===== src/rtl/booth_product_accumulator_pkg.sv =====
// Shared types for the Booth product accumulator: operand tag and run FSM states.
package booth_product_accumulator_pkg;

    // Tag issued alongside each multiplier operand pair
    typedef struct packed {
        logic valid;
        logic first;
        logic last;
    } tag_t;

    // Run FSM: IDLE = no run open, ACCUM = a run is accumulating
    typedef enum logic {
        IDLE  = 1'b0,
        ACCUM = 1'b1
    } run_state_t;

    localparam tag_t TAG_NONE = '{valid: 1'b0, first: 1'b0, last: 1'b0};

endpackage


===== src/rtl/booth_product_accumulator_if.sv =====
// Issue/product/result bus between the PE multiplier, accumulator and drain logic.
interface booth_product_accumulator_if #(
    parameter int N     = 8,
    parameter int ACC_W = 24
);
    logic               tag_valid;
    logic               tag_first;
    logic               tag_last;
    logic               in_ready;
    logic [2*N-1:0]     prod_in;
    logic [ACC_W-1:0]   acc_out;
    logic               ovf_out;
    logic               out_valid;
    logic               out_ready;
    logic               busy;

    modport master (
        output tag_valid, tag_first, tag_last, prod_in, out_ready,
        input  in_ready, acc_out, ovf_out, out_valid, busy
    );

    modport slave (
        input  tag_valid, tag_first, tag_last, prod_in, out_ready,
        output in_ready, acc_out, ovf_out, out_valid, busy
    );
endinterface


===== src/rtl/booth_product_accumulator_fifo.sv =====
// Result FIFO: DEPTH entries, no bypass (a push into an empty FIFO shows next cycle).
module acc_result_fifo #(
    parameter int W     = 25,
    parameter int DEPTH = 4,
    localparam int AW   = $clog2(DEPTH),
    localparam int CW   = $clog2(DEPTH) + 1
) (
    input  logic          clk,
    input  logic          rst,
    input  logic          push_i,
    input  logic [W-1:0]  data_i,
    input  logic          pop_i,
    output logic [W-1:0]  data_o,
    output logic [CW-1:0] count_o
);
    logic [W-1:0]  mem_q [DEPTH];
    logic [AW-1:0] wr_ptr_q, rd_ptr_q;
    logic [CW-1:0] count_q;

    // Storage array; contents are only meaningful under count_q
    always_ff @(posedge clk) begin
        if (push_i) mem_q[wr_ptr_q] <= data_i;
    end

    // Pointers wrap naturally since DEPTH is a power of two
    always_ff @(posedge clk or posedge rst) begin
        if (rst) begin
            wr_ptr_q <= '0;
            rd_ptr_q <= '0;
            count_q  <= '0;
        end else begin
            if (push_i) wr_ptr_q <= wr_ptr_q + 1'b1;
            if (pop_i)  rd_ptr_q <= rd_ptr_q + 1'b1;
            count_q <= count_q + CW'(push_i) - CW'(pop_i);
        end
    end

    assign data_o  = mem_q[rd_ptr_q];
    assign count_o = count_q;
endmodule


===== src/rtl/booth_product_accumulator.sv =====
// Aligns operand tags with Booth products, accumulates saturating dot-product
// runs and queues finished sums behind a credit-based issue handshake.
module booth_product_accumulator
    import booth_product_accumulator_pkg::*;
#(
    parameter int N       = 8,
    parameter int ACC_W   = 24,
    parameter int MUL_LAT = 3,
    parameter int DEPTH   = 4
) (
    input  logic clk,
    input  logic rst,
    booth_product_accumulator_if.slave bus
);
    localparam int PW = 2 * N;
    localparam int CW = $clog2(DEPTH) + 1;
    localparam int SW = $clog2(DEPTH + MUL_LAT + 1) + 1;
    localparam logic [ACC_W-1:0] ACC_MAX = {1'b0, {(ACC_W-1){1'b1}}};
    localparam logic [ACC_W-1:0] ACC_MIN = {1'b1, {(ACC_W-1){1'b0}}};

    tag_t          pipe_q [1:MUL_LAT];
    tag_t          d;
    run_state_t    state_q, state_d;
    logic [ACC_W-1:0] acc_q, acc_d;
    logic          ovf_q, ovf_d;
    logic [ACC_W-1:0] base, ext, sum_raw, sum_sat;
    logic          first_eff, ovf_now, ovf_next;
    logic          push, pop, any_tag;
    logic [SW-1:0] inflight;
    logic [CW-1:0] fifo_count;
    logic [ACC_W:0] fifo_head;

    assign d = pipe_q[MUL_LAT];

    // Tag delay line matching the multiplier latency; flushed by reset
    always_ff @(posedge clk or posedge rst) begin
        if (rst) begin
            for (int i = 1; i <= MUL_LAT; i++) pipe_q[i] <= TAG_NONE;
        end else begin
            pipe_q[1] <= '{valid: bus.tag_valid, first: bus.tag_first, last: bus.tag_last};
            for (int i = 2; i <= MUL_LAT; i++) pipe_q[i] <= pipe_q[i-1];
        end
    end

    // Saturating accumulate; a product arriving in IDLE starts a run implicitly
    always_comb begin
        first_eff = d.first | (state_q == IDLE);
        base      = first_eff ? '0 : acc_q;
        ext       = {{(ACC_W-PW){bus.prod_in[PW-1]}}, bus.prod_in};
        sum_raw   = base + ext;
        ovf_now   = (base[ACC_W-1] == ext[ACC_W-1]) && (sum_raw[ACC_W-1] != base[ACC_W-1]);
        sum_sat   = ovf_now ? (base[ACC_W-1] ? ACC_MIN : ACC_MAX) : sum_raw;
        ovf_next  = (ovf_q & ~first_eff) | ovf_now;
    end

    // Run FSM next state and accumulator update
    always_comb begin
        state_d = state_q;
        acc_d   = acc_q;
        ovf_d   = ovf_q;
        if (d.valid) begin
            state_d = d.last ? IDLE : ACCUM;
            acc_d   = sum_sat;
            ovf_d   = ovf_next;
        end
    end

    // Run state, accumulator and sticky overflow registers
    always_ff @(posedge clk or posedge rst) begin
        if (rst) begin
            state_q <= IDLE;
            acc_q   <= '0;
            ovf_q   <= 1'b0;
        end else begin
            state_q <= state_d;
            acc_q   <= acc_d;
            ovf_q   <= ovf_d;
        end
    end

    assign push = d.valid & d.last;
    assign pop  = bus.out_valid & bus.out_ready;

    acc_result_fifo #(.W(ACC_W + 1), .DEPTH(DEPTH)) u_fifo (
        .clk     (clk),
        .rst     (rst),
        .push_i  (push),
        .data_i  ({ovf_next, sum_sat}),
        .pop_i   (pop),
        .data_o  (fifo_head),
        .count_o (fifo_count)
    );

    // Credits reserved by every last-tag still in the pipe (including this cycle's push)
    always_comb begin
        inflight = '0;
        any_tag  = 1'b0;
        for (int i = 1; i <= MUL_LAT; i++) begin
            inflight = inflight + {{(SW-1){1'b0}}, pipe_q[i].valid & pipe_q[i].last};
            any_tag  = any_tag | pipe_q[i].valid;
        end
    end

    assign bus.in_ready  = (SW'(fifo_count) + inflight) < SW'(DEPTH);
    assign bus.out_valid = (fifo_count != '0);
    assign bus.acc_out   = bus.out_valid ? fifo_head[ACC_W-1:0] : '0;
    assign bus.ovf_out   = bus.out_valid & fifo_head[ACC_W];
    assign bus.busy      = any_tag | (state_q == ACCUM) | bus.out_valid;
endmodule


===== src/flat_wrapper.sv =====
// flat-port wrapper written by rule: the top's interface ports become plain ports
module booth_product_accumulator_flat import booth_product_accumulator_pkg::*;
#(
    parameter int N       = 8,
    parameter int ACC_W   = 24,
    parameter int MUL_LAT = 3,
    parameter int DEPTH   = 4
)
  (clk, rst, bus_tag_valid, bus_tag_first, bus_tag_last, bus_prod_in, bus_out_ready, bus_in_ready, bus_acc_out, bus_ovf_out, bus_out_valid, bus_busy);
  booth_product_accumulator_if #(.N(N), .ACC_W(ACC_W)) bus_i ();
  input  logic clk;
  input  logic rst;
  input wire logic [$bits(bus_i.tag_valid)-1:0] bus_tag_valid;
  input wire logic [$bits(bus_i.tag_first)-1:0] bus_tag_first;
  input wire logic [$bits(bus_i.tag_last)-1:0] bus_tag_last;
  input wire logic [$bits(bus_i.prod_in)-1:0] bus_prod_in;
  input wire logic [$bits(bus_i.out_ready)-1:0] bus_out_ready;
  output wire logic [$bits(bus_i.in_ready)-1:0] bus_in_ready;
  output wire logic [$bits(bus_i.acc_out)-1:0] bus_acc_out;
  output wire logic [$bits(bus_i.ovf_out)-1:0] bus_ovf_out;
  output wire logic [$bits(bus_i.out_valid)-1:0] bus_out_valid;
  output wire logic [$bits(bus_i.busy)-1:0] bus_busy;
  assign bus_i.tag_valid = bus_tag_valid;
  assign bus_i.tag_first = bus_tag_first;
  assign bus_i.tag_last = bus_tag_last;
  assign bus_i.prod_in = bus_prod_in;
  assign bus_i.out_ready = bus_out_ready;
  assign bus_in_ready = bus_i.in_ready;
  assign bus_acc_out = bus_i.acc_out;
  assign bus_ovf_out = bus_i.ovf_out;
  assign bus_out_valid = bus_i.out_valid;
  assign bus_busy = bus_i.busy;
  booth_product_accumulator #(.N(N), .ACC_W(ACC_W), .MUL_LAT(MUL_LAT), .DEPTH(DEPTH)) u_core (.clk(clk), .rst(rst), .bus(bus_i));
endmodule

===== config.mk =====
export PLATFORM = sky130hd
export DESIGN_NAME = booth_product_accumulator_flat
export DESIGN_NICKNAME = d
export VERILOG_FILES = /design/src/rtl/booth_product_accumulator_pkg.sv /design/src/rtl/booth_product_accumulator_if.sv /design/src/rtl/booth_product_accumulator_fifo.sv /design/src/rtl/booth_product_accumulator.sv /design/src/flat_wrapper.sv
export SDC_FILE = /design/constraint.sdc
export NUM_CORES = 1
export LEC_CHECK = 0
export BUFFER_PORTS_ARGS = -buffer_cell sky130_fd_sc_hd__buf_2
export CORE_ASPECT_RATIO = 1.5
export CORE_UTILIZATION = 25
export CTS_CLUSTER_SIZE = 10
export DETAILED_ROUTE_END_ITERATION = 12
export GPL_TIMING_DRIVEN = 1
export MAX_ROUTING_LAYER = met4
export PLACE_DENSITY = 0.41
export SLEW_MARGIN = 40
export SYNTH_ARGS = -nofsm -noshare
export SYNTH_HDL_FRONTEND = slang
export SYNTH_SLANG_ARGS = --single-unit
export TNS_END_PERCENT = 100

===== constraint.sdc =====
create_clock -name clk -period 4.44 [get_ports clk]
set_input_delay 0 -clock clk [delete_from_list [all_inputs] [get_ports clk]]
set_output_delay 0 -clock clk [all_outputs]
set_load 0.005 [all_outputs]

# == Word-level counts from Yosys, hierarchy flattened ==
# Memory sizes are Yosys's and may differ from the RTL's.
# Index checks and enable logic that the tools add are counted.
# totals
elab_cells,50
out_inout_bits,28
ram_bits,100
reg_bits,42
mem_count,1
# mem_list
memory,words,word_bits,rd,rd_ports_with_merged_regs,write_ports,line_no,source
u_core.u_fifo.mem_q,4,25,1,0,1,booth_product_accumulator_fifo.sv:16,logic [W-1:0] mem_q [DEPTH];
# op_classes
magnitude_cmp,1
eq_ne,2
bitwise_logic,14
n_mux,7
addsub,8
n_reduce_logical,2
# op_table
cell,n
24-bit 2-to-1 mux,4
24-bit adder,1
1-bit AND,6
1-bit OR,6
"2-bit by 1-bit adder with 2-bit output, second input constant",2
3-bit by 4-bit adder with 4-bit output,1
4-bit by 1-bit adder with 4-bit output,1
"4-bit by 3-bit < comparator with 1-bit output, second input constant",1
3-bit by 1-bit adder with 3-bit output,1
1-bit 2-to-1 mux,3
3-bit nonzero test,1
3-bit by 1-bit subtractor with 3-bit output,1
1-bit by 1-bit adder with 2-bit output,1
1-bit inverter,2
1-bit equality test,1
1-bit logical AND,1
1-bit inequality test,1

# == Logic depth before layout (Yosys ltp) ==
# Gate-level depths: netlist (run 1).
# logic_depth
word_depth,7
depth_mapped,14

# == Cells and area by module ==
# From an unflattened synthesis (run 1), not the netlist that was laid out.
# unflattened
hier_cells,520
area_unflattened_um2,7211.9
# by_module_without_submodules
module,seq_area_each_um2,cells_per_inst,n_inst,area_per_inst_um2
acc_result_fifo,3178.0,164,1,4036.4
booth_product_accumulator,875.8,356,1,3175.5

# == Least setup slack after synthesis (run 1) ==
# OpenSTA, ideal clock, no wires.
# synth_timing
path_type,flip-flop to flip-flop
startpoint,register u_core.pipe_q (netlist bit u_core.d[1])
endpoint,"memory u_core.u_fifo.mem_q[0][20], data pin"
required_time_ns,4.221
arrival_time_ns,2.999
synth_period_minus_slack_ns,3.218
path_stages_with_launch,14
setup_time_ns,0.219
slack_ns,1.222
path_cell_list,dfrtp_1 nor2_1 clkbuf_1 and2_1 ha_1 inv_1 fa_1 nand2b_1 a21oi_1 o211ai_2 and4_1 nor3_1 nor3_1 o31ai_1
# synth_between
elab_chain_cells,6
# synth_rtl
item,line_no,source
"start, declared",booth_product_accumulator.sv:21,tag_t pipe_q [1:MUL_LAT];
1-bit OR *,booth_product_accumulator.sv:47,first_eff = d.first | (state_q == IDLE);
24-bit 2-to-1 mux *,booth_product_accumulator.sv:48,base = first_eff ? '0 : acc_q;
24-bit adder,booth_product_accumulator.sv:50,sum_raw = base + ext;
1-bit inequality test,booth_product_accumulator.sv:51,ovf_now = (base[ACC_W-1] == ext[ACC_W-1]) && (sum_raw[ACC_W-1] != base[ACC_W-1]);
1-bit logical AND,booth_product_accumulator.sv:51,
24-bit 2-to-1 mux *,booth_product_accumulator.sv:52,sum_sat = ovf_now ? (base[ACC_W-1] ? ACC_MIN : ACC_MAX) : sum_raw;
named net u_core.sum_sat[20],booth_product_accumulator.sv:26,"logic [ACC_W-1:0] base, ext, sum_raw, sum_sat;"
"end, declared",booth_product_accumulator_fifo.sv:16,
# Mark *: on every way through the listed nets, which the timed path passes. The rest lies on a longest branch.

# == Worst setup path after layout (run 1) ==
# layout_timing
startpoint,register u_core.state_q
endpoint,register u_core.acc_q[15]
# layout_between
elab_chain_cells,7
# layout_rtl
item,line_no,source
"start, declared",booth_product_accumulator.sv:23,"run_state_t state_q, state_d;"
"start signal, assigned",booth_product_accumulator.sv:75,state_q <= state_d;
1-bit inverter *,booth_product_accumulator.sv:47,
1-bit OR *,booth_product_accumulator.sv:47,
24-bit 2-to-1 mux *,booth_product_accumulator.sv:48,
24-bit adder,booth_product_accumulator.sv:50,
1-bit inequality test,booth_product_accumulator.sv:51,
1-bit logical AND,booth_product_accumulator.sv:51,
24-bit 2-to-1 mux *,booth_product_accumulator.sv:52,
named net u_core.sum_sat[15],booth_product_accumulator.sv:26,
"end signal, assigned",booth_product_accumulator.sv:72,acc_q <= '0;
"end signal, assigned",booth_product_accumulator.sv:76,acc_q <= acc_d;
"end, declared",booth_product_accumulator.sv:24,"logic [ACC_W-1:0] acc_q, acc_d;"
# Marked as above.
# A chain may end at the register's enable or synchronous reset.

==> impl_metrics.toml, run 1 <==
[run_status]
result_of_the_run = "finished clean"

[synthesis]
synth.cell_area_sq_um = 7150
ys_warn_count = 0
synth_fa_ha_area_frac = 0.0630
main_combinational_cell_family_by_area_after_synthesis = "simple AND/OR/NAND/NOR gates"
synthesis.nets = 593
synthesis.instances = 537
synth_seq_area_share = 0.567
syn_avg_cell_area_sq_um = 13.3
yosys-mux-area-fraction = 0.105
post_synth_xor_area_fraction = 0.0245
ys.flop_type = "sky130_fd_sc_hd__edfxtp_1"
post_synthesis_compound_gate_area_fraction = 0.104
synth-edff-count = 100
synthArstFlopShare = 0.296
register_bit_total_from_synthesis = 142
synthSimpleGateAreaFrac = 0.107
synth_unique_cells = 60

[timing]
setup_viol = 0
report.final.hold_viol_count = 0
rsz0062_at_grt = "no"
timing.final.crit_period_ns = 3.92
final-max-slew-violation-count = 0
final.period_utilization = 0.884
relSlewSlack = 0.494
worst_slew_pin_slew_ns = 0.760
timing.clock.skew_ns = 0.0157
setup_slack_ns = 0.517
max_freq_ghz = 0.255
tns_ns = 0

[grt]
largest_net_degree_at_the_start_of_global_routing = 43
global_route.usage.total = 0.128
antenna_found_initial = 0
grt_use_met2 = 0.222
gr-usage-met3 = 0.0176
global_route.peak_usage_layer = "met2"
wire_length_of_the_first_global_routing_pass_mm = 27.2
met1_track_demand_over_resource = 0.151
grt_pass1_vias = 4665
globalRouteOverflowTotal = 0

[power_and_ir_drop]
power.density_nw_per_um2 = 560
static-leakage-power_nw = 3.24
p_sw_frac = 0.308
total_power_w = 0.00467
netSwitchingPower_w = 0.00144
comb_power_share = 0.325
internal-power_w = 0.00324
clockPowerShare = 0.283
peak_ir_drop_on_the_vdd_network_v = 0.000182
part_of_the_total_power_dissipated_in_sequential_elements = 0.392

[route]
drc_markers = 0
wirelength_mm = 17.3
wl_per_cell_um = 18.3
routed_via_density = 4.67
dr_total_vias = 4419
drt_iter0_drc = 264
ant_nets = 0
firstDrtPassIters = 5

[floorplanning]
floorplan.die_area_sq_um = 29300
design.portCount = 50
row_count = 75
dieHeight_um = 209
core_area_sq_um = 28100
die_wd_um = 140
start_util = 0.255

[placement]
place_worst_setup_slack_ns = 0.540
gp_congestion = 0.821
numPortBuffers = 49
place.detailed.hpwl_mm = 12.1
placedInstanceArea_sq_um = 7760

[setup_path]
worst-setup-path-type = "reg -> reg"
worst-endpoint-arrival_ns = 4.22
critPathRequiredTime_ns = 4.74
critPathMaxFanout = 22
cp_endpoint_kind = "flop"
critical_path.startpoint_type = "flop"

[finish]
finish.instance_area_sq_um = 8350
final_layout_size_suffix_gt1_frac = 0.230
synthToLayoutAreaGrowth_pct = 16.8
layout.filler_cells = 2795
fin_nets = 643
antenna_cells = 0

[clocking]
clk_latency_ns = 0.42
clock-sinks = 142
cts-buffers-inserted = 17
cts.root.buffer_cell = "sky130_fd_sc_hd__clkbuf_16"
cts.repair_timing.setup_buffer_count = 0
post_cts_resize_count = 0
max_clock_buf_depth = 2
htree_levels = 4
tritoncts = "built"
clk_transition_reported_paths_ns = 0.06

[min_path]
min_path_type = "in -> reg"

[flow_run]
timing.max_cap.violations = 0
[per-stage QoR]
step | util | cells | hold slack, ns
floorplan | - | 537 | 0.0314
global placement | 0.276 | 909 | 0.109
detailed placement | 0.276 | 909 | 0.109
CTS | 0.298 | 946 | 0.108
global route | 0.298 | 946 | 0.132
finish | 0.298 | 946 | 0.127
[registers in the layout, indices dropped and copies added, names as in the netlist, 2 cells and up]
name                    flops
u_core.u_fifo.mem_q       100
u_core.u_fifo.count_o       3
u_core.acc_q               24
u_core.u_fifo.rd_ptr_q      2
u_core.u_fifo.wr_ptr_q      2
u_core.d                    3
u_core.pipe_q               6
[synthesized netlist by cell type, types with 2 or more instances]
cell / n / share of area
sky130_fd_sc_hd__edfxtp_1: 100 / 0.42
sky130_fd_sc_hd__and2_1: 49 / 0.043
sky130_fd_sc_hd__dfrtp_1: 42 / 0.15
sky130_fd_sc_hd__ha_1: 32 / 0.056
sky130_fd_sc_hd__a21oi_1: 25 / 0.017
sky130_fd_sc_hd__mux4_2: 25 / 0.079
sky130_fd_sc_hd__nand2_1: 24 / 0.013
sky130_fd_sc_hd__inv_1: 23 / 0.012
sky130_fd_sc_hd__o21ai_0: 19 / 0.013
sky130_fd_sc_hd__a21o_1: 18 / 0.019
sky130_fd_sc_hd__mux2_2: 16 / 0.025
sky130_fd_sc_hd__clkbuf_1: 13 / 0.0068
sky130_fd_sc_hd__nor2_1: 13 / 0.0068
sky130_fd_sc_hd__xnor2_1: 12 / 0.015
sky130_fd_sc_hd__buf_2: 11 / 0.0077
sky130_fd_sc_hd__nor3_1: 11 / 0.0077
sky130_fd_sc_hd__xor2_1: 8 / 0.0098
sky130_fd_sc_hd__and3_1: 7 / 0.0061
sky130_fd_sc_hd__o211ai_1: 7 / 0.0073
sky130_fd_sc_hd__nand3_1: 6 / 0.0042
sky130_fd_sc_hd__nand4_1: 6 / 0.0052
sky130_fd_sc_hd__o21ai_1: 6 / 0.0042
sky130_fd_sc_hd__nand2b_1: 5 / 0.0044
sky130_fd_sc_hd__o21a_1: 5 / 0.0052
sky130_fd_sc_hd__a211oi_1: 4 / 0.0042
sky130_fd_sc_hd__a31oi_1: 4 / 0.0035
sky130_fd_sc_hd__buf_1: 3 / 0.0016
sky130_fd_sc_hd__o221ai_1: 3 / 0.0037
sky130_fd_sc_hd__a31o_2: 2 / 0.0025
sky130_fd_sc_hd__and4_1: 2 / 0.0025
sky130_fd_sc_hd__fa_1: 2 / 0.0056
sky130_fd_sc_hd__nor2b_1: 2 / 0.0017
sky130_fd_sc_hd__nor3b_1: 2 / 0.0021
sky130_fd_sc_hd__o22a_1: 2 / 0.0025
sky130_fd_sc_hd__o31ai_1: 2 / 0.0021
sky130_fd_sc_hd__or3_1: 2 / 0.0017
[area by class of cell]
class	instances	area, sq um	share of cell area
Clock buffer	22	454	0.0544
Clock inverter	10	92.6	0.0111
Inverter	23	88.8	0.0106
Multi-Input combinational cell	344	2900	0.347
Sequential cell	142	4050	0.485
Tap cell	346	433	0.0518
Timing Repair Buffer	59	333	0.0398
[final timing paths]
path                                                endpoint                        from  slack, ns  depth (start not counted)
max in group asynchronous        u_core.acc_q[1]$_DFFE_PP0P_                         rst       3.80                          3
min in group asynchronous         u_core.pipe_q[7]$_DFF_PP0_                         rst       0.22                          3
worst max-delay path            u_core.acc_q[15]$_DFFE_PP0P_  u_core.state_q$_DFFE_PP0P_       0.52                         13
worst min register to register    u_core.pipe_q[4]$_DFF_PP0_  u_core.pipe_q[7]$_DFF_PP0_       0.35                          0
worst max register to register  u_core.acc_q[15]$_DFFE_PP0P_  u_core.state_q$_DFFE_PP0P_       0.52                         13
worst min-delay path            u_core.acc_q[23]$_DFFE_PP0P_             bus_prod_in[15]       0.13                          2
[cells by family after synthesis]
family / Yosys count
flip-flops: 142
AND/OR/NAND/NOR: 136
AO/OA/AOI/OAI: 111
buffers and inverters: 51
multiplexers: 42
adder cells (fa/ha/maj): 35
XOR/XNOR: 20
[routing by layer]
metal,routed length (um),up-vias
li1,-,2116
met1,7630,2225
met2,9140,66
met3,307,12
met4,236,0
met5,0,-
[repair_timing]
item | CTS | global route
endpoints found under the hold margin | 46 | 0
setup endpoints to repair | 0 | 0
hold buffers | 5 | 0
[cell usage in the layout (no fill, tap or decap), types with 5 or more instances in the layout]
cell type	count
sky130_fd_sc_hd__o21ai_0	19
sky130_fd_sc_hd__inv_1	22
sky130_fd_sc_hd__nor2_1	13
sky130_fd_sc_hd__nand3_1	6
sky130_fd_sc_hd__nor3_1	11
sky130_fd_sc_hd__mux2_2	16
sky130_fd_sc_hd__o21a_1	5
sky130_fd_sc_hd__dfrtp_1	42
sky130_fd_sc_hd__buf_4	5
sky130_fd_sc_hd__nand2_1	24
sky130_fd_sc_hd__o21ai_1	5
sky130_fd_sc_hd__ha_1	32
sky130_fd_sc_hd__clkbuf_16	17
sky130_fd_sc_hd__nand4_1	6
sky130_fd_sc_hd__mux4_2	25
sky130_fd_sc_hd__a21oi_1	25
sky130_fd_sc_hd__xor2_1	8
sky130_fd_sc_hd__buf_2	49
sky130_fd_sc_hd__xnor2_1	12
sky130_fd_sc_hd__edfxtp_1	100
sky130_fd_sc_hd__nand2b_1	5
sky130_fd_sc_hd__o211ai_1	7
sky130_fd_sc_hd__dlygate4sd3_1	5
sky130_fd_sc_hd__a21o_1	18
sky130_fd_sc_hd__and2_1	49
[critical path, stage by stage, from the launching register on]
cell and delay, ns:
sky130_fd_sc_hd__dfrtp_1 0.36, sky130_fd_sc_hd__inv_1 0.18, sky130_fd_sc_hd__nor2_1 0.07, sky130_fd_sc_hd__buf_4 0.20
sky130_fd_sc_hd__nand2_1 0.13, sky130_fd_sc_hd__inv_1 0.06, sky130_fd_sc_hd__ha_1 0.30, sky130_fd_sc_hd__a211oi_1 0.31
sky130_fd_sc_hd__o211ai_1 0.16, sky130_fd_sc_hd__a21oi_2 0.33, sky130_fd_sc_hd__a2bb2oi_2 0.28, sky130_fd_sc_hd__o21a_1 0.65
sky130_fd_sc_hd__o21ai_0 0.42, sky130_fd_sc_hd__mux2_2 0.37
[power by group through the flow]
stage	Clock (W)	Sequential [W]	Combinational, W
2_1_floorplan	0	0.00182	0.00106
3_3_place_gp	0	0.00185	0.00154
3_5_place_dp	0	0.00186	0.00157
4_1_cts	0.00135	0.00184	0.00158
5_1_grt	0.00140	0.00186	0.00170
6_report	0.00132	0.00183	0.00152
(Power assumes the default switching activity.)
==> inputs of run 2 (changes only) <==
CORE_UTILIZATION = 35   (was 25)
PLACE_DENSITY = 0.52   (was 0.41)
SYNTH_HIERARCHICAL = 1   (was unset)
==> impl_metrics.toml, run 2 <==
[power_and_ir_drop]
static-leakage-power_nw = 3.25
internal-power_w = 0.00327
power.density_nw_per_um2 = 567
peak_ir_drop_on_the_vdd_network_v = 0.000257
part_of_the_total_power_dissipated_in_sequential_elements = 0.384
p_sw_frac = 0.309
clockPowerShare = 0.295
comb_power_share = 0.321
netSwitchingPower_w = 0.00147

[synthesis]
synthDominantCellAreaShare = 0.416
synth.area.top_cells = "sky130_fd_sc_hd__edfxtp_1 (42%), sky130_fd_sc_hd__dfrtp_1 (15%), sky130_fd_sc_hd__mux4_2 (5.6%)"
yosysTopAreaCell = "sky130_fd_sc_hd__edfxtp_1"
ys_warn_count = 6
synthArstFlopShare = 0.296
synthesis.nets = 575
ys.flop_type = "sky130_fd_sc_hd__edfxtp_1"
synth-edff-count = 100
register_bit_total_from_synthesis = 142
synthesis.instances = 520
synth_seq_area_share = 0.562
synth.most_common_cell = "sky130_fd_sc_hd__edfxtp_1"
synth.cell_area_sq_um = 7210
post_synth_most_frequent_cells = "sky130_fd_sc_hd__edfxtp_1 (100), sky130_fd_sc_hd__dfrtp_1 (42), sky130_fd_sc_hd__nand2_1 (37)"
syn_avg_cell_area_sq_um = 13.9
synth_unique_cells = 68

[timing]
tns_ns = 0
report.final.hold_viol_count = 0
rsz0062_at_grt = "no"
setup_slack_ns = 0.731
timing.clock.skew_ns = 0.0107
timing.final.crit_period_ns = 3.71
final.period_utilization = 0.835
setup_viol = 0
final-max-slew-violation-count = 0
worst_slew_pin_slew_ns = 0.642
relSlewSlack = 0.572
max_freq_ghz = 0.270

[floorplanning]
floorplan.die_area_sq_um = 21200
start_util = 0.356
die_wd_um = 119
core_area_sq_um = 20300
row_count = 64
design.portCount = 50
dieHeight_um = 178

[finish]
synthToLayoutAreaGrowth_pct = 16.0
area.sequential_sq_um = 4050
largestRegisters = "u_core/u_fifo/mem_q x100, u_core/acc_q x24, u_core/pipe_q x6"
antenna_cells = 0
layout_commonest_cell = "sky130_fd_sc_hd__edfxtp_1"
layout.cells.most_common_list = "sky130_fd_sc_hd__edfxtp_1 (100), sky130_fd_sc_hd__buf_2 (49), sky130_fd_sc_hd__dfrtp_1 (42), sky130_fd_sc_hd__nand2_1 (37), sky130_fd_sc_hd__ha_1 (30)"
largest_register_ffs = 100
layout.filler_cells = 1885
multi_input_comb_area_sq_um = 2960
fin_nets = 640
registers.top_by_ff_count = "u_core/u_fifo/mem_q"
final_layout_size_suffix_gt1_frac = 0.246

[route]
wl_per_cell_um = 18.2
dr_total_vias = 4397
drt_iter0_drc = 166
routed_via_density = 5.10
ant_nets = 0
firstDrtPassIters = 4
drc_markers = 0
wirelength_mm = 15.7

[flow_run]
timing.max_cap.violations = 0

[setup_path]
critPathMaxFanout = 25
critPathRequiredTime_ns = 4.57
critical_path.startpoint_type = "flop"
worst-setup-path-type = "reg -> reg"
worst-endpoint-arrival_ns = 3.84
cp_endpoint_kind = "flop"

[run_status]
result_of_the_run = "finished clean"

[clocking]
cts.root.buffer_cell = "sky130_fd_sc_hd__clkbuf_16"
cts.repair_timing.setup_buffer_count = 0
clk_latency_ns = 0.41
cts-buffers-inserted = 17
post_cts_resize_count = 0
htree_levels = 4
clock-sinks = 142
postCtsHoldBufs = 4
tritoncts = "built"
max_clock_buf_depth = 2
clk_transition_reported_paths_ns = 0.06

[placement]
numPortBuffers = 49
gp_congestion = 0.824
place_worst_setup_slack_ns = 0.714
place.detailed.hpwl_mm = 11.0

[min_path]
min_path_type = "in -> reg"

[grt]
largest_net_degree_at_the_start_of_global_routing = 38
globalRouteOverflowTotal = 0
antenna_found_initial = 0
wire_length_of_the_first_global_routing_pass_mm = 24.9
global_route.usage.total = 0.162
grt_pass1_vias = 4684
-- run 2: path summary, 6_finish.rpt --
kind                                                  from                                    end  slack (ns)  cells after the start
min in group asynchronous                              rst     u_core/u_fifo/count_o[1]$_DFF_PP0_        0.08                      3
worst max register to register  u_core/state_q$_DFFE_PP0P_   u_core/u_fifo/mem_q[1][22]$_DFFE_PP_        0.73                     15
worst max-delay path            u_core/state_q$_DFFE_PP0P_   u_core/u_fifo/mem_q[1][22]$_DFFE_PP_        0.73                     15
worst min register to register  u_core/pipe_q[7]$_DFF_PP0_             u_core/pipe_q[4]$_DFF_PP0_        0.35                      0
worst min-delay path                         bus_out_ready  u_core/u_fifo/rd_ptr_q[0]$_DFFE_PP0P_        0.02                      3
max in group asynchronous                              rst           u_core/acc_q[12]$_DFFE_PP0P_        3.82                      4
-- run 2: cell type report --
| cell class | instances | area share |
|---|---|---|
| clock buffer | 17 | 0.0509 |
| clock inverter | 15 | 0.0189 |
| inverter | 18 | 0.00808 |
| multi-input combinational | 342 | 0.354 |
| sequential | 142 | 0.485 |
| tap | 264 | 0.0395 |
| timing repair buffer | 64 | 0.0440 |
-- run 2: kinds of logic after synthesis --
group | count (synthesis) | share of synthesized area
xor gates and xnor gates | 19 | 0.0231
buffers and inverters | 36 | 0.0281
adders and majority gates | 33 | 0.0604
muxes | 41 | 0.107
and+or+nand+nor | 151 | 0.112
AOI/OAI and AO/OA | 98 | 0.108
DFF | 142 | 0.562
-- run 2: worst max-delay path: stages, from the launching register on --
cell,delay [ns]
sky130_fd_sc_hd__dfrtp_1,0.37
sky130_fd_sc_hd__inv_1,0.06
sky130_fd_sc_hd__nor2_1,0.08
sky130_fd_sc_hd__buf_4,0.26
sky130_fd_sc_hd__and2_1,0.17
sky130_fd_sc_hd__ha_1,0.21
sky130_fd_sc_hd__inv_1,0.07
sky130_fd_sc_hd__fa_1,0.41
sky130_fd_sc_hd__nor2b_1,0.18
sky130_fd_sc_hd__o211ai_1,0.14
sky130_fd_sc_hd__a21o_1,0.22
sky130_fd_sc_hd__a21oi_2,0.31
sky130_fd_sc_hd__o2111a_1,0.31
sky130_fd_sc_hd__o21ba_2,0.18
sky130_fd_sc_hd__nor4b_1,0.06
sky130_fd_sc_hd__or3_1,0.39
-- run 2: per-stage QoR --
stage | area [sq um] | std cells | power (W) | util | hold WS (ns)
floorplan | 7210 | 520 | 0.00293 | - | -0.197
global placement | 7740 | 826 | 0.00336 | 0.382 | -0.0547
detailed placement | 7740 | 826 | 0.00340 | 0.382 | -0.0473
CTS | 8360 | 862 | 0.00481 | 0.413 | 0.0119
global route | 8360 | 862 | 0.00501 | 0.413 | 0.0392
finish | 8360 | 862 | 0.00474 | 0.413 | 0.0198
-- run 2: layer usage --
layer  GRT usage  vias to the layer above  part of all wire
met3      0.0254                       27             0.029
met5           -                        -                 0
li1            -                     2080                 -
met1       0.185                     2205              0.42
met4      0.0812                        0             0.027
met2       0.275                       85              0.53
-- run 2: power by group through the flow --
stage | Sequential [W] | Clock, W | Combinational (W)
final | 0.00182 | 0.00140 | 0.00152
after global routing | 0.00184 | 0.00148 | 0.00170
after floorplan | 0.00181 | 0 | 0.00112
after CTS | 0.00182 | 0.00143 | 0.00156
after global placement | 0.00183 | 0 | 0.00153
after detailed placement | 0.00184 | 0 | 0.00155
==> inputs of run 3 (changes only) <==
clock period = 3.8 ns   (was 4.44 ns; I/O delays follow)
==> impl_metrics.toml, run 3 (synthesized netlist as in run 2, its figures left out) <==
[run_status]
result_of_the_run = "finished clean"

[grt]
wire_length_of_the_first_global_routing_pass_mm = 25.2
globalRouteOverflowTotal = 0
antenna_found_initial = 0
largest_net_degree_at_the_start_of_global_routing = 38
grt_pass1_vias = 4668
global_route.usage.total = 0.165

[clocking]
cts-buffers-inserted = 17
max_clock_buf_depth = 2
cts.root.buffer_cell = "sky130_fd_sc_hd__clkbuf_16"
clk_transition_reported_paths_ns = 0.06
post_cts_resize_count = 0
clk_latency_ns = 0.41
tritoncts = "built"
clock-sinks = 142
htree_levels = 4

[finish]
synthToLayoutAreaGrowth_pct = 18.3
largest_register_ffs = 100
layout_commonest_cell = "sky130_fd_sc_hd__edfxtp_1"
final_layout_size_suffix_gt1_frac = 0.256
registers.top_by_ff_count = "u_core/u_fifo/mem_q"
antenna_cells = 0
layout.filler_cells = 1866
largestRegisters = "u_core/u_fifo/mem_q x100, u_core/acc_q x24, u_core/pipe_q x6"
fin_nets = 649
post_layout_nonfiller_instances = 870
layout.cells.most_common_list = "sky130_fd_sc_hd__edfxtp_1 (100), sky130_fd_sc_hd__buf_2 (49), sky130_fd_sc_hd__dfrtp_1 (40), sky130_fd_sc_hd__nand2_1 (37), sky130_fd_sc_hd__ha_1 (30)"

[timing]
timing.final.crit_period_ns = 3.60
tns_ns = 0
final.period_utilization = 0.947
max_freq_ghz = 0.278
report.final.hold_viol_count = 0
rsz0062_at_grt = "no"
timing.clock.skew_ns = 0.00641
setup_viol = 0
worst_slew_pin_slew_ns = 0.650
final-max-slew-violation-count = 0
relSlewSlack = 0.567

[setup_path]
crit_path_start = "u_core/state_q$_DFFE_PP0P_"
critPathRequiredTime_ns = 3.94
critPathMaxFanout = 22
worst-endpoint-arrival_ns = 3.74
cp_endpoint_kind = "flop"
worst-setup-path-type = "reg -> reg"
critical_path.startpoint_type = "flop"
worst_r2r_startpoint = "u_core/state_q$_DFFE_PP0P_"

[route]
dr_total_vias = 4426
drt_iter0_drc = 259
firstDrtPassIters = 4
wl_per_cell_um = 18.2
ant_nets = 0
drc_markers = 0
wirelength_mm = 15.8
routed_via_density = 5.09

[placement]
gp_congestion = 0.836
placedCellCount = 834
place.detailed.hpwl_mm = 11.4
numPortBuffers = 49

[power_and_ir_drop]
internal-power_w = 0.00411
power.density_nw_per_um2 = 679
total_power_w = 0.00580
static-leakage-power_nw = 3.34
part_of_the_total_power_dissipated_in_sequential_elements = 0.384
peak_ir_drop_on_the_vdd_network_v = 0.000303
netSwitchingPower_w = 0.00169
p_sw_frac = 0.291
comb_power_share = 0.294
clockPowerShare = 0.322

[min_path]
min_path_type = "in -> async"

[floorplanning]
core_area_sq_um = 20300
die_wd_um = 119
dieHeight_um = 178
row_count = 64
design.portCount = 50
start_util = 0.356
floorplan.die_area_sq_um = 21200

[flow_run]
timing.max_cap.violations = 0
-- run 3: changes by cell type in the layout (fill, tap and decap cells not counted), moves of 2 or more --
| cell | change |
|---|---|
| sky130_fd_sc_hd__bufinv_16 | +4 |
| sky130_fd_sc_hd__inv_6 | -5 |
| sky130_fd_sc_hd__dfrtp_2 | +2 |
| sky130_fd_sc_hd__dfrtp_1 | -2 |
| sky130_fd_sc_hd__buf_4 | +7 |
| sky130_fd_sc_hd__clkinvlp_4 | -2 |
| sky130_fd_sc_hd__clkinv_2 | -2 |
| sky130_fd_sc_hd__clkinv_4 | +2 |
-- run 3: worst paths after layout --
kind / slack, ns / end / depth (start not counted)
max: 0.20 / u_core/u_fifo/mem_q[3][22]$_DFFE_PP_ / 15
max reg2reg: 0.20 / u_core/u_fifo/mem_q[3][22]$_DFFE_PP_ / 15
min reg2reg: 0.35 / u_core/d[1]$_DFF_PP0_ / 0
max in group asynchronous: 3.16 / u_core/acc_q[11]$_DFFE_PP0P_ / 4
min: 0.1 / u_core/u_fifo/count_o[2]$_DFF_PP0_ / 3
min in group clk: 0.11 / u_core/acc_q[23]$_DFFE_PP0P_ / 2
-- run 3: final cells by class --
| class | instances | area [sq um] | area share |
|---|---|---|---|
| Sequential cell | 142 | 4060 | 0.475 |
| Clock inverter | 13 | 238 | 0.0279 |
| Timing Repair Buffer | 73 | 450 | 0.0528 |
| Multi-Input combinational cell | 342 | 2960 | 0.347 |
| Clock buffer | 18 | 429 | 0.0503 |
| Tap cell | 264 | 330 | 0.0387 |
| Inverter | 18 | 67.6 | 0.00792 |
-- run 3: layer usage --
layer  global-route usage  up-vias  wire length [um]
met3               0.0305       18               420
li1                     -     2105                 -
met1                0.186     2232              6670
met5                    -        -                 0
met4               0.0622        0               295
met2                0.289       71              8410
-- run 3: worst max-delay path, cell delays in order, from the launching register on --
cell	delay, ns
sky130_fd_sc_hd__dfrtp_1	0.37
sky130_fd_sc_hd__inv_1	0.06
sky130_fd_sc_hd__nor2_1	0.08
sky130_fd_sc_hd__buf_4	0.25
sky130_fd_sc_hd__and2_1	0.16
sky130_fd_sc_hd__ha_1	0.24
sky130_fd_sc_hd__inv_1	0.08
sky130_fd_sc_hd__fa_1	0.40
sky130_fd_sc_hd__nor2b_1	0.18
sky130_fd_sc_hd__o211ai_1	0.14
sky130_fd_sc_hd__a21o_1	0.23
sky130_fd_sc_hd__a21oi_2	0.22
sky130_fd_sc_hd__o2111a_1	0.28
sky130_fd_sc_hd__o21ba_2	0.18
sky130_fd_sc_hd__nor4b_1	0.07
sky130_fd_sc_hd__or3_1	0.39
-- run 3: timing repair --
item,4_1_cts,5_1_grt
setup buffers,0,0
hold buffers,5,0
hold endpoints to repair,46,0
-- run 3: stage by stage --
stage	hold slack [ns]	worst slack (ns)	area (sq um)	util
after global routing	0.129	0.00255	8530	0.421
after floorplan	-0.197	0.496	7210	-
after detailed placement	-0.0342	0.183	7820	0.386
after CTS	0.0693	0.166	8530	0.421
final	0.0996	0.203	8530	0.421
after global placement	-0.0495	0.213	7810	0.386
-- run 3: power by group through the flow --
| stage | sequential [W] | combinational [W] | clock (W) |
|---|---|---|---|
| floorplan | 0.00211 | 0.00131 | 0 |
| global placement | 0.00226 | 0.00171 | 0 |
| detailed placement | 0.00226 | 0.00174 | 0 |
| CTS | 0.00224 | 0.00175 | 0.00191 |
| global route | 0.00227 | 0.00190 | 0.00198 |
| finish | 0.00223 | 0.00171 | 0.00186 |
